File: src/rtl/global_tone_map_v2.sv
// rtl/global_tone_map_v2.sv - two-pass in-place global tone mapper with loadable LUT and optional contrast stretch
module global_tone_map_v2 #(
    parameter int                D_W       = 16,
    parameter int                OUT_W     = 8,
    parameter int                LUT_AW    = 8,
    parameter int                ADDR_W    = 18,
    parameter int                NUM_W     = 18,
    parameter logic [ADDR_W-1:0] BASE_ADDR = '0
) (
    input  logic              i_clk,
    input  logic              rst_n,
    input  logic              i_start,
    input  logic              i_abort,
    input  logic              i_stretch_en,
    input  logic [NUM_W-1:0]  i_total,
    input  logic [D_W-1:0]    i_rad_min,
    input  logic [D_W-1:0]    i_rad_range,
    input  logic              i_lut_we,
    input  logic [LUT_AW-1:0] i_lut_addr,
    input  logic [OUT_W-1:0]  i_lut_wdata,
    output logic [ADDR_W-1:0] o_addr,
    output logic              o_wen,
    output logic [D_W-1:0]    o_wdata,
    input  logic [D_W-1:0]    i_rdata,
    output logic              o_busy,
    output logic              o_done,
    output logic [OUT_W-1:0]  o_min,
    output logic [OUT_W-1:0]  o_max
);

    typedef enum logic [3:0] {
        S_IDLE,
        S_P1_ADDR,
        S_P1_READ,
        S_P1_MAP,
        S_P1_WR,
        S_P2_ADDR,
        S_P2_READ,
        S_P2_NORM,
        S_P2_WR,
        S_DONE
    } state_t;

    localparam int               LUT_N   = 1 << LUT_AW;
    localparam int               Q_W     = D_W + LUT_AW;
    localparam int               P_W     = 2 * OUT_W;
    localparam logic [Q_W-1:0]   Q_MAX   = Q_W'(LUT_N - 1);
    localparam logic [OUT_W-1:0] OUT_MAX = '1;

    state_t             state_q, state_d;
    logic [NUM_W-1:0]   total_q, total_d;
    logic [NUM_W-1:0]   idx_q, idx_d;
    logic               stretch_q, stretch_d;
    logic [D_W-1:0]     pix_q, pix_d;
    logic [OUT_W-1:0]   v_q, v_d;
    logic [OUT_W-1:0]   min_q, min_d;
    logic [OUT_W-1:0]   max_q, max_d;
    logic [ADDR_W-1:0]  addr_q, addr_d;
    logic               wen_q, wen_d;
    logic [D_W-1:0]     wdata_q, wdata_d;
    logic               busy_q, busy_d;
    logic               done_q, done_d;

    logic [OUT_W-1:0]   lut_q [LUT_N];

    // Pass-1 datapath: window normalise, full-width divide, saturate, LUT lookup
    logic [D_W-1:0]     norm_x;
    logic [Q_W-1:0]     q_full;
    logic [LUT_AW-1:0]  q_idx;
    logic [OUT_W-1:0]   lut_v;

    always_comb begin
        norm_x = (pix_q < i_rad_min) ? '0 : pix_q - i_rad_min;
        q_full = '0;
        if (i_rad_range != '0) begin
            q_full = (Q_W'(norm_x) << LUT_AW) / Q_W'(i_rad_range);
        end
        q_idx = (q_full > Q_MAX) ? '1 : q_full[LUT_AW-1:0];
        lut_v = lut_q[q_idx];
    end

    // Pass-2 datapath: stretch [min,max] to full scale; degenerate span leaves pixel as is
    logic [OUT_W-1:0]   v_rb;
    logic [OUT_W-1:0]   span;
    logic [OUT_W-1:0]   diff;
    logic [P_W-1:0]     prod;
    logic [P_W-1:0]     quot;
    logic [OUT_W-1:0]   v2;

    always_comb begin
        v_rb = pix_q[OUT_W-1:0];
        span = max_q - min_q;
        diff = (v_rb > min_q) ? v_rb - min_q : '0;
        prod = P_W'(diff) * P_W'(OUT_MAX);
        quot = '0;
        v2   = v_rb;
        if (max_q > min_q) begin
            quot = prod / P_W'(span);
            v2   = (quot > P_W'(OUT_MAX)) ? OUT_MAX : quot[OUT_W-1:0];
        end
    end

    logic last_px;
    assign last_px = (idx_q == total_q - NUM_W'(1));

    always_comb begin
        state_d   = state_q;
        total_d   = total_q;
        idx_d     = idx_q;
        stretch_d = stretch_q;
        pix_d     = pix_q;
        v_d       = v_q;
        min_d     = min_q;
        max_d     = max_q;
        addr_d    = addr_q;
        wen_d     = 1'b0;
        wdata_d   = wdata_q;

        case (state_q)
            S_IDLE: begin
                if (i_start) begin
                    total_d   = i_total;
                    stretch_d = i_stretch_en;
                    idx_d     = '0;
                    min_d     = '1;
                    max_d     = '0;
                    if (i_total == '0) begin
                        state_d = S_DONE;
                    end else begin
                        state_d = S_P1_ADDR;
                        addr_d  = BASE_ADDR;
                    end
                end
            end
            S_P1_ADDR: state_d = S_P1_READ;
            S_P1_READ: begin
                pix_d   = i_rdata;
                state_d = S_P1_MAP;
            end
            S_P1_MAP: begin
                v_d     = lut_v;
                wdata_d = D_W'(lut_v);
                wen_d   = 1'b1;
                state_d = S_P1_WR;
            end
            S_P1_WR: begin
                if (v_q < min_q) min_d = v_q;
                if (v_q > max_q) max_d = v_q;
                if (!last_px) begin
                    idx_d   = idx_q + NUM_W'(1);
                    addr_d  = BASE_ADDR + ADDR_W'(idx_d);
                    state_d = S_P1_ADDR;
                end else if (stretch_q) begin
                    idx_d   = '0;
                    addr_d  = BASE_ADDR;
                    state_d = S_P2_ADDR;
                end else begin
                    state_d = S_DONE;
                end
            end
            S_P2_ADDR: state_d = S_P2_READ;
            S_P2_READ: begin
                pix_d   = i_rdata;
                state_d = S_P2_NORM;
            end
            S_P2_NORM: begin
                wdata_d = D_W'(v2);
                wen_d   = 1'b1;
                state_d = S_P2_WR;
            end
            S_P2_WR: begin
                if (last_px) begin
                    state_d = S_DONE;
                end else begin
                    idx_d   = idx_q + NUM_W'(1);
                    addr_d  = BASE_ADDR + ADDR_W'(idx_d);
                    state_d = S_P2_ADDR;
                end
            end
            S_DONE:  state_d = S_IDLE;
            default: state_d = S_IDLE;
        endcase

        // Abort overrides every transition, including the one out of the final write
        if (state_q != S_IDLE && i_abort) begin
            state_d = S_IDLE;
            wen_d   = 1'b0;
        end

        done_d = (state_d == S_DONE);
        busy_d = !(state_d inside {S_IDLE, S_DONE});
    end

    always_ff @(posedge i_clk or negedge rst_n) begin
        if (!rst_n) begin
            state_q   <= S_IDLE;
            total_q   <= '0;
            idx_q     <= '0;
            stretch_q <= 1'b0;
            pix_q     <= '0;
            v_q       <= '0;
            min_q     <= '1;
            max_q     <= '0;
            addr_q    <= '0;
            wen_q     <= 1'b0;
            wdata_q   <= '0;
            busy_q    <= 1'b0;
            done_q    <= 1'b0;
        end else begin
            state_q   <= state_d;
            total_q   <= total_d;
            idx_q     <= idx_d;
            stretch_q <= stretch_d;
            pix_q     <= pix_d;
            v_q       <= v_d;
            min_q     <= min_d;
            max_q     <= max_d;
            addr_q    <= addr_d;
            wen_q     <= wen_d;
            wdata_q   <= wdata_d;
            busy_q    <= busy_d;
            done_q    <= done_d;
        end
    end

    // Table comes up as an identity ramp; writes accepted only while idle
    always_ff @(posedge i_clk or negedge rst_n) begin
        if (!rst_n) begin
            for (int k = 0; k < LUT_N; k++) begin
                lut_q[k] <= OUT_W'((k * ((1 << OUT_W) - 1)) / (LUT_N - 1));
            end
        end else if (i_lut_we && state_q == S_IDLE) begin
            lut_q[i_lut_addr] <= i_lut_wdata;
        end
    end

    assign o_addr  = addr_q;
    assign o_wen   = wen_q;
    assign o_wdata = wdata_q;
    assign o_busy  = busy_q;
    assign o_done  = done_q;
    assign o_min   = min_q;
    assign o_max   = max_q;

endmodule

File: config.mk
export PLATFORM = sky130hd
export DESIGN_NAME = global_tone_map_v2
export DESIGN_NICKNAME = d
export VERILOG_FILES = /design/src/rtl/global_tone_map_v2.sv
export SDC_FILE = /design/constraint.sdc
export NUM_CORES = 2
export LEC_CHECK = 0
export CORE_UTILIZATION = 60
export CTS_CLUSTER_DIAMETER = 50
export DETAILED_ROUTE_END_ITERATION = 6
export PLACE_DENSITY = 0.77
export SETUP_SLACK_MARGIN = 0.3
export SYNTH_ARGS = -nofsm -noshare
export SYNTH_HDL_FRONTEND = slang
export SYNTH_SLANG_ARGS = --single-unit
File: constraint.sdc
create_clock -name i_clk -period 76.1 [get_ports i_clk]
set_clock_uncertainty 0.1 [all_clocks]
set_input_delay 15.22 -clock i_clk [delete_from_list [all_inputs] [get_ports i_clk]]
set_output_delay 15.22 -clock i_clk [all_outputs]
set_load 0.02 [all_outputs]
==> Word level (Yosys, flattened, before mapping) <==
Index checks and enable logic that the tools add are counted.
{ "totals": {"reg_bits": 2166, "latch_bits": 0, "ramBits": 0, "romBits": 0, "output_inout_bits": 53, "word_cells": 361, "n_memories": 0} }
{ "op_classes": {"add_sub_neg": 5, "multipliers": 1, "n_div": 2, "n_lt_le_gt_ge": 10, "eq_ne": 16, "shifts": 0, "n_mux": 36, "n_bitwise": 2, "n_reduce_logical": 20} }
{ "ops": {"columns": ["operator", "count"], "rows": [
  ["$bwmux W2048", 1],
  ["$mux W18", 6],
  ["$pmux W18 S3", 2],
  ["$mux W8", 11],
  ["$bmux W8 S8", 1],
  ["$demux W8 S8", 1],
  ["$pmux W4 S9", 1],
  ["$pmux W16 S2", 1],
  ["$pmux W8 S2", 2],
  ["$div A24 B16 Y24", 1],
  ["$gt A24 B8 Y1 const B", 1],
  ["$gt A8 B8 Y1", 3],
  ["$mux W24", 1],
  ["$mux W4", 6],
  ["$add A18 B1 Y18 const B", 1],
  ["$eq A18 B18 Y1", 1],
  ["$ge A9 B9 Y1 const B", 2],
  ["$logic_not A18 Y1", 1],
  ["$not A8 Y9", 2],
  ["$sub A18 B1 Y18 const B", 1],
  ["$div A16 B8 Y16", 1],
  ["$eq A4 B3 Y1 const B", 4],
  ["$gt A16 B8 Y1 const B", 1],
  ["$lt A16 B16 Y1", 1],
  ["other kinds (24)", 39]
]} }

==> Depth between registers and ports, before layout <==
{ "logic_depth": {"ltp_word": 11, "ltp_mapped": 296, "ltp_nobuf": 264} }

==> Least setup slack after synthesis <==
Ideal clock, no wire load.
{ "synth_timing": {"path_type": "input -> register", "start": "input port i_rad_min[0]", "end": "register v_q[2]", "setup_ps": 142, "t_arrival_ps": 70616, "required_time_ps": 75858, "slack_ps": 5243, "cell_stages": 276, "n_path_buf": 33, "cell_sequence": "ha_1 fa_1 nor2b_1 o31a_1 o21a_1 o21ai_1 a2111oi_0 a21o_1 ha_1 a21oi_1 ha_1 o21a_1 nor2_1 nor3_1 o31a_1 ha_1 o21a_1 o21ai_0 [... 240 more ...] nand2b_1 a21oi_1 nor2b_1 o21ai_0 nand2b_1 a2111oi_0 o311a_1 nand4_4 o21ai_4 buf_6 buf_4 buf_4 buf_2 nand3_1 a311oi_1 o211ai_1 o2111ai_1 o211ai_1"} }
{ "synth_between": {"elab_chain_cells": 10, "elab_cells_between_ends": 11} }
{ "synth_rtl": {"columns": ["element", "line", "rtl"], "rows": [
  ["start, declared", "16", "input logic [D_W-1:0] i_rad_min,"],
  ["$sub A16 B16 Y16 or $lt A16 B16 Y1 (tied branches)", "73", "norm_x = (pix_q < i_rad_min) ? '0 : pix_q - i_rad_min;"],
  ["$mux W16 (*)", "73", null],
  ["$div A24 B16 Y24 (*)", "76", "q_full = (Q_W'(norm_x) << LUT_AW) / Q_W'(i_rad_range);"],
  ["$mux W24 (*)", "75", "if (i_rad_range != '0) begin"],
  ["$gt A24 B8 Y1", "78", "q_idx = (q_full > Q_MAX) ? '1 : q_full[LUT_AW-1:0];"],
  ["$mux W8 (*)", "78", null],
  ["$not A8 Y9 (not written as such) (*)", "79", "lut_v = lut_q[q_idx];"],
  ["$bmux W8 S8 (*)", "79", null],
  ["$mux W8 (not written as such) (*) (2 in series)", "79", null],
  ["end signal, assigned", "215", "v_q <= v_d;"],
  ["end, declared", "55", "logic [OUT_W-1:0] v_q, v_d;"]
]} }
Mark *: on every way between the ends. The rest lies on a longest branch, timed or not. The select of a mux whose other input is x is not followed.
A chain may end at the register's enable or synchronous reset.

==> Worst setup path after layout <==
Ends and elaborated chain as after synthesis.

==> results_dict.tcl <==
set metrics [dict create \
    clkSinkCount 2158 \
    antenna_left 0 \
    cts_buffers 232 \
    grt_use_total_pct 39.3 \
    drc 0 \
    crit_type "primary input to flip-flop" \
    yosysTopAreaCell "dfrtp_1" \
    clock-root-buffer "clkbuf_16" \
    synth_edf_count 0 \
    maxCapViolations 0 \
    grt_antenna_before_repair 22 \
    finalMaxSlewViolations 0 \
    die_x_um 459 \
    post_drt_via_cell_ratio 6.76 \
    first_global_vias 100167 \
    layout-drive-gt1-share_pct 34.9 \
    clk_path_buf_depth 3 \
    fin_tns_setup_ps 0 \
    seq_area_frac_synth_pct 44.2 \
    vias 100760 \
    start_util_pct 60.4 \
    whs_ps 387 \
    cp_slowest_cell "nor4_1" \
    worstSkewPairLatency_ps 910 \
    drtIter0Drc 11143 \
    yosys.area_share.xor_xnor_pct 1.64 \
    synthFlopType "dfrtp_1" \
    async_reset_ff_share_pct 100 \
    r2r-start "pix_q[0]$_DFFE_PN0P_" \
    endpoint_kind "flip-flop" \
    postLayoutCellArea_sq_um 139000 \
    rsz0062_at_grt "false" \
    synth_top_family_by_area "multiplexers" \
    synth-adder-area-share_pct 4.99 \
    worstHoldStart "o_addr[12]$_DFFE_PN0P_" \
    slew_headroom_pct 10.2 \
    max_freq_mhz 13.8 \
    cts_tree "yes" \
    path_buf_inv 18 \
    syn_area_per_cell_sq_um 10.6 \
    hpwlAfterDp_um 282000 \
    layout.nets 12457 \
    yosysWarnings 0 \
    fp.dieArea_sq_um 210000 \
    synth-compound-area-share_pct 11.0 \
    gp_congestion 0.990 \
    ioPinCount 141 \
    dpl.cell_count 14441 \
    path_common_cell "o21a_1" \
    place_area_sq_um 130000 \
    core_area_sq_um 207000 \
    critPathLaunchType "primary input" \
    fin_crit_sh_pct 95.0 \
    cp_top_family "compound AO/OA/AOI/OAI gates" \
    synth-simple-area-share_pct 12.3 \
    totalWireLength_um 419000 \
    cp_max_fo 55 \
    worst_pin_slew_ps 1340 \
    cts.clk_slew.worst_paths_ps 70 \
    drt-pass1-iter-count 6 \
    critPathArrivalTime_ps 72960 \
    setup_violations 0 \
    numPortBuffers 132 \
    synth_top_cells_by_area "dfrtp_1 (23%), dfstp_2 (22%), mux2_2 (20%)" \
    synth_top_area_share_pct 22.5 \
    rows 167 \
    grt_first_pass_wirelength_um 630000 \
    syn_inst 11808 \
    status "finished, final reports clean" \
    cts_hold_buf 0 \
    ys_seq_elements 2158 \
    die_y_um 459 \
    wl_per_cell_um 28.1 \
    setup.worst_path.start "i_rad_min[0]" \
    area_delta_synth_final_pct 11.2 \
    slowest_delay_ps 920 \
    period_minus_slack_ps 72280 \
    muxShareOfSynthArea_pct 22.7 \
    required_ps 76790 \
    synthDistinctLibCells 118 \
    h-tree-depth 4 \
    grt.overflow.total 0 \
    hold_class "flip-flop to flip-flop" \
    fin_cells 14909 \
    grt_max_degree 176 \
    syn_area_sq_um 125000 \
    hold_viol_final 0 \
]
==> worst min-delay path, cell delays in order, from the launching register on <==
cell and delay, ps:
dfrtp_1 340, nand2_1 40, o21ai_0 60
==> cell families after synthesis <==
family | after synthesis
other cells | 1
flops | 2158
compound gates | 2057
buf+inv | 907
simple gates | 3414
fa+ha+maj | 479
mux | 2558
xor+xnor | 234
==> stage by stage <==
stage / setup slack, ps / util (%)
global route: 164 / 67.1
detailed placement: -547 / 62.9
floorplan: 5240 / -
finish: 3820 / 67.1
global placement: 372 / 62.9
CTS: 344 / 67.0
==> sequential cells by signal, summed over array words and instances, names as in the netlist <==
signal and count:
o_addr 18, o_done 1, state_q 4, o_wdata 8, o_min 8, lut_q 2048, o_busy 1, total_q 18
stretch_q 1, idx_q 18, pix_q 16, o_max 8, o_wen 1, v_q 8
==> final cells by class <==
cell class                      count  area (sq um)
Fill cell                       15365         68100
Multi-Input combinational cell   8750         66400
Sequential cell                  2158         55300
Clock buffer                      340          6880
Timing Repair Buffer              530          4760
Tap cell                         2788          3490
Clock inverter                    105          1520
Inverter                          219           822
Antenna cell                       19          47.5
==> per-layer routing <==
metal  vias to the layer above  track usage (%)  routed length [um]
met5                         -            0.390                 129
met4                        16             23.4               28500
met3                      1489             10.3               45100
met2                      5594             59.3              185000
met1                     50693             50.8              161000
li1                      42968                -                   -
==> final timing paths <==
kind | slack (ps) | depth (start not counted) | end
setup / recovery | 3820 | 258 | v_q[2]$_DFFE_PN0P_
hold / removal | 390 | 2 | o_addr[12]$_DFFE_PN0P_
setup reg to reg | 18050 | 258 | v_q[2]$_DFFE_PN0P_
hold reg to reg | 390 | 2 | o_addr[12]$_DFFE_PN0P_
max in group asynchronous | 56790 | 6 | pix_q[13]$_DFFE_PN0P_
min in group asynchronous | 14190 | 1 | lut_q[554]$_DFFE_PN0P_
==> cell usage after synthesis (all sizes together) (24+ instances only) <==
| master | n |
|---|---|
| or3 | 63 |
| nor4 | 105 |
| nor2 | 649 |
| o31ai | 92 |
| ha | 444 |
| a21o | 107 |
| inv | 218 |
| o221ai | 61 |
| clkbuf | 438 |
| o21ai | 337 |
| o21bai | 31 |
| mux2i | 355 |
| a22oi | 37 |
| o211ai | 49 |
| or2 | 33 |
| fa | 34 |
| a211o | 34 |
| a211oi | 72 |
| dfrtp | 1126 |
| xor2 | 93 |
| a31oi | 121 |
| nor2b | 61 |
| o22ai | 110 |
| a2111oi | 24 |
| o21a | 166 |
| nand4 | 73 |
| and2 | 32 |
| o2111ai | 28 |
| and3 | 109 |
| dfstp | 1032 |
| mux2 | 2203 |
| xnor2 | 141 |
| nor3 | 218 |
| nand2b | 67 |
| nand3 | 409 |
| a21oi | 530 |
| buf | 250 |
| nand2 | 1525 |
| a221oi | 33 |
==> repair_timing <==
| item | 4_1_cts | 5_1_grt |
|---|---|---|
| endpoints found under the setup margin | 1 | 16 |
| setup buffers | 0 | 4 |
| gates resized for setup | 0 | 56 |
| pin swaps | 1 | 3 |
==> cells in the final DEF, fill, tap and decap left out, drive strengths merged, types with 121 or more instances in the layout <==
master	instances
inv	238
dfstp	1032
mux2	2203
clkbuf	348
clkdlybuf4s50	123
o21a	166
nor3	218
a31oi	121
ha	444
mux2i	355
nand3	409
dfrtp	1126
o21ai	337
nor2	649
xnor2	141
a21oi	530
buf	399
nand2	1525
Power is left out: the tool's default activity adds up to more than one toggle a clock period on the data nets, which glitch-free logic cannot reach.
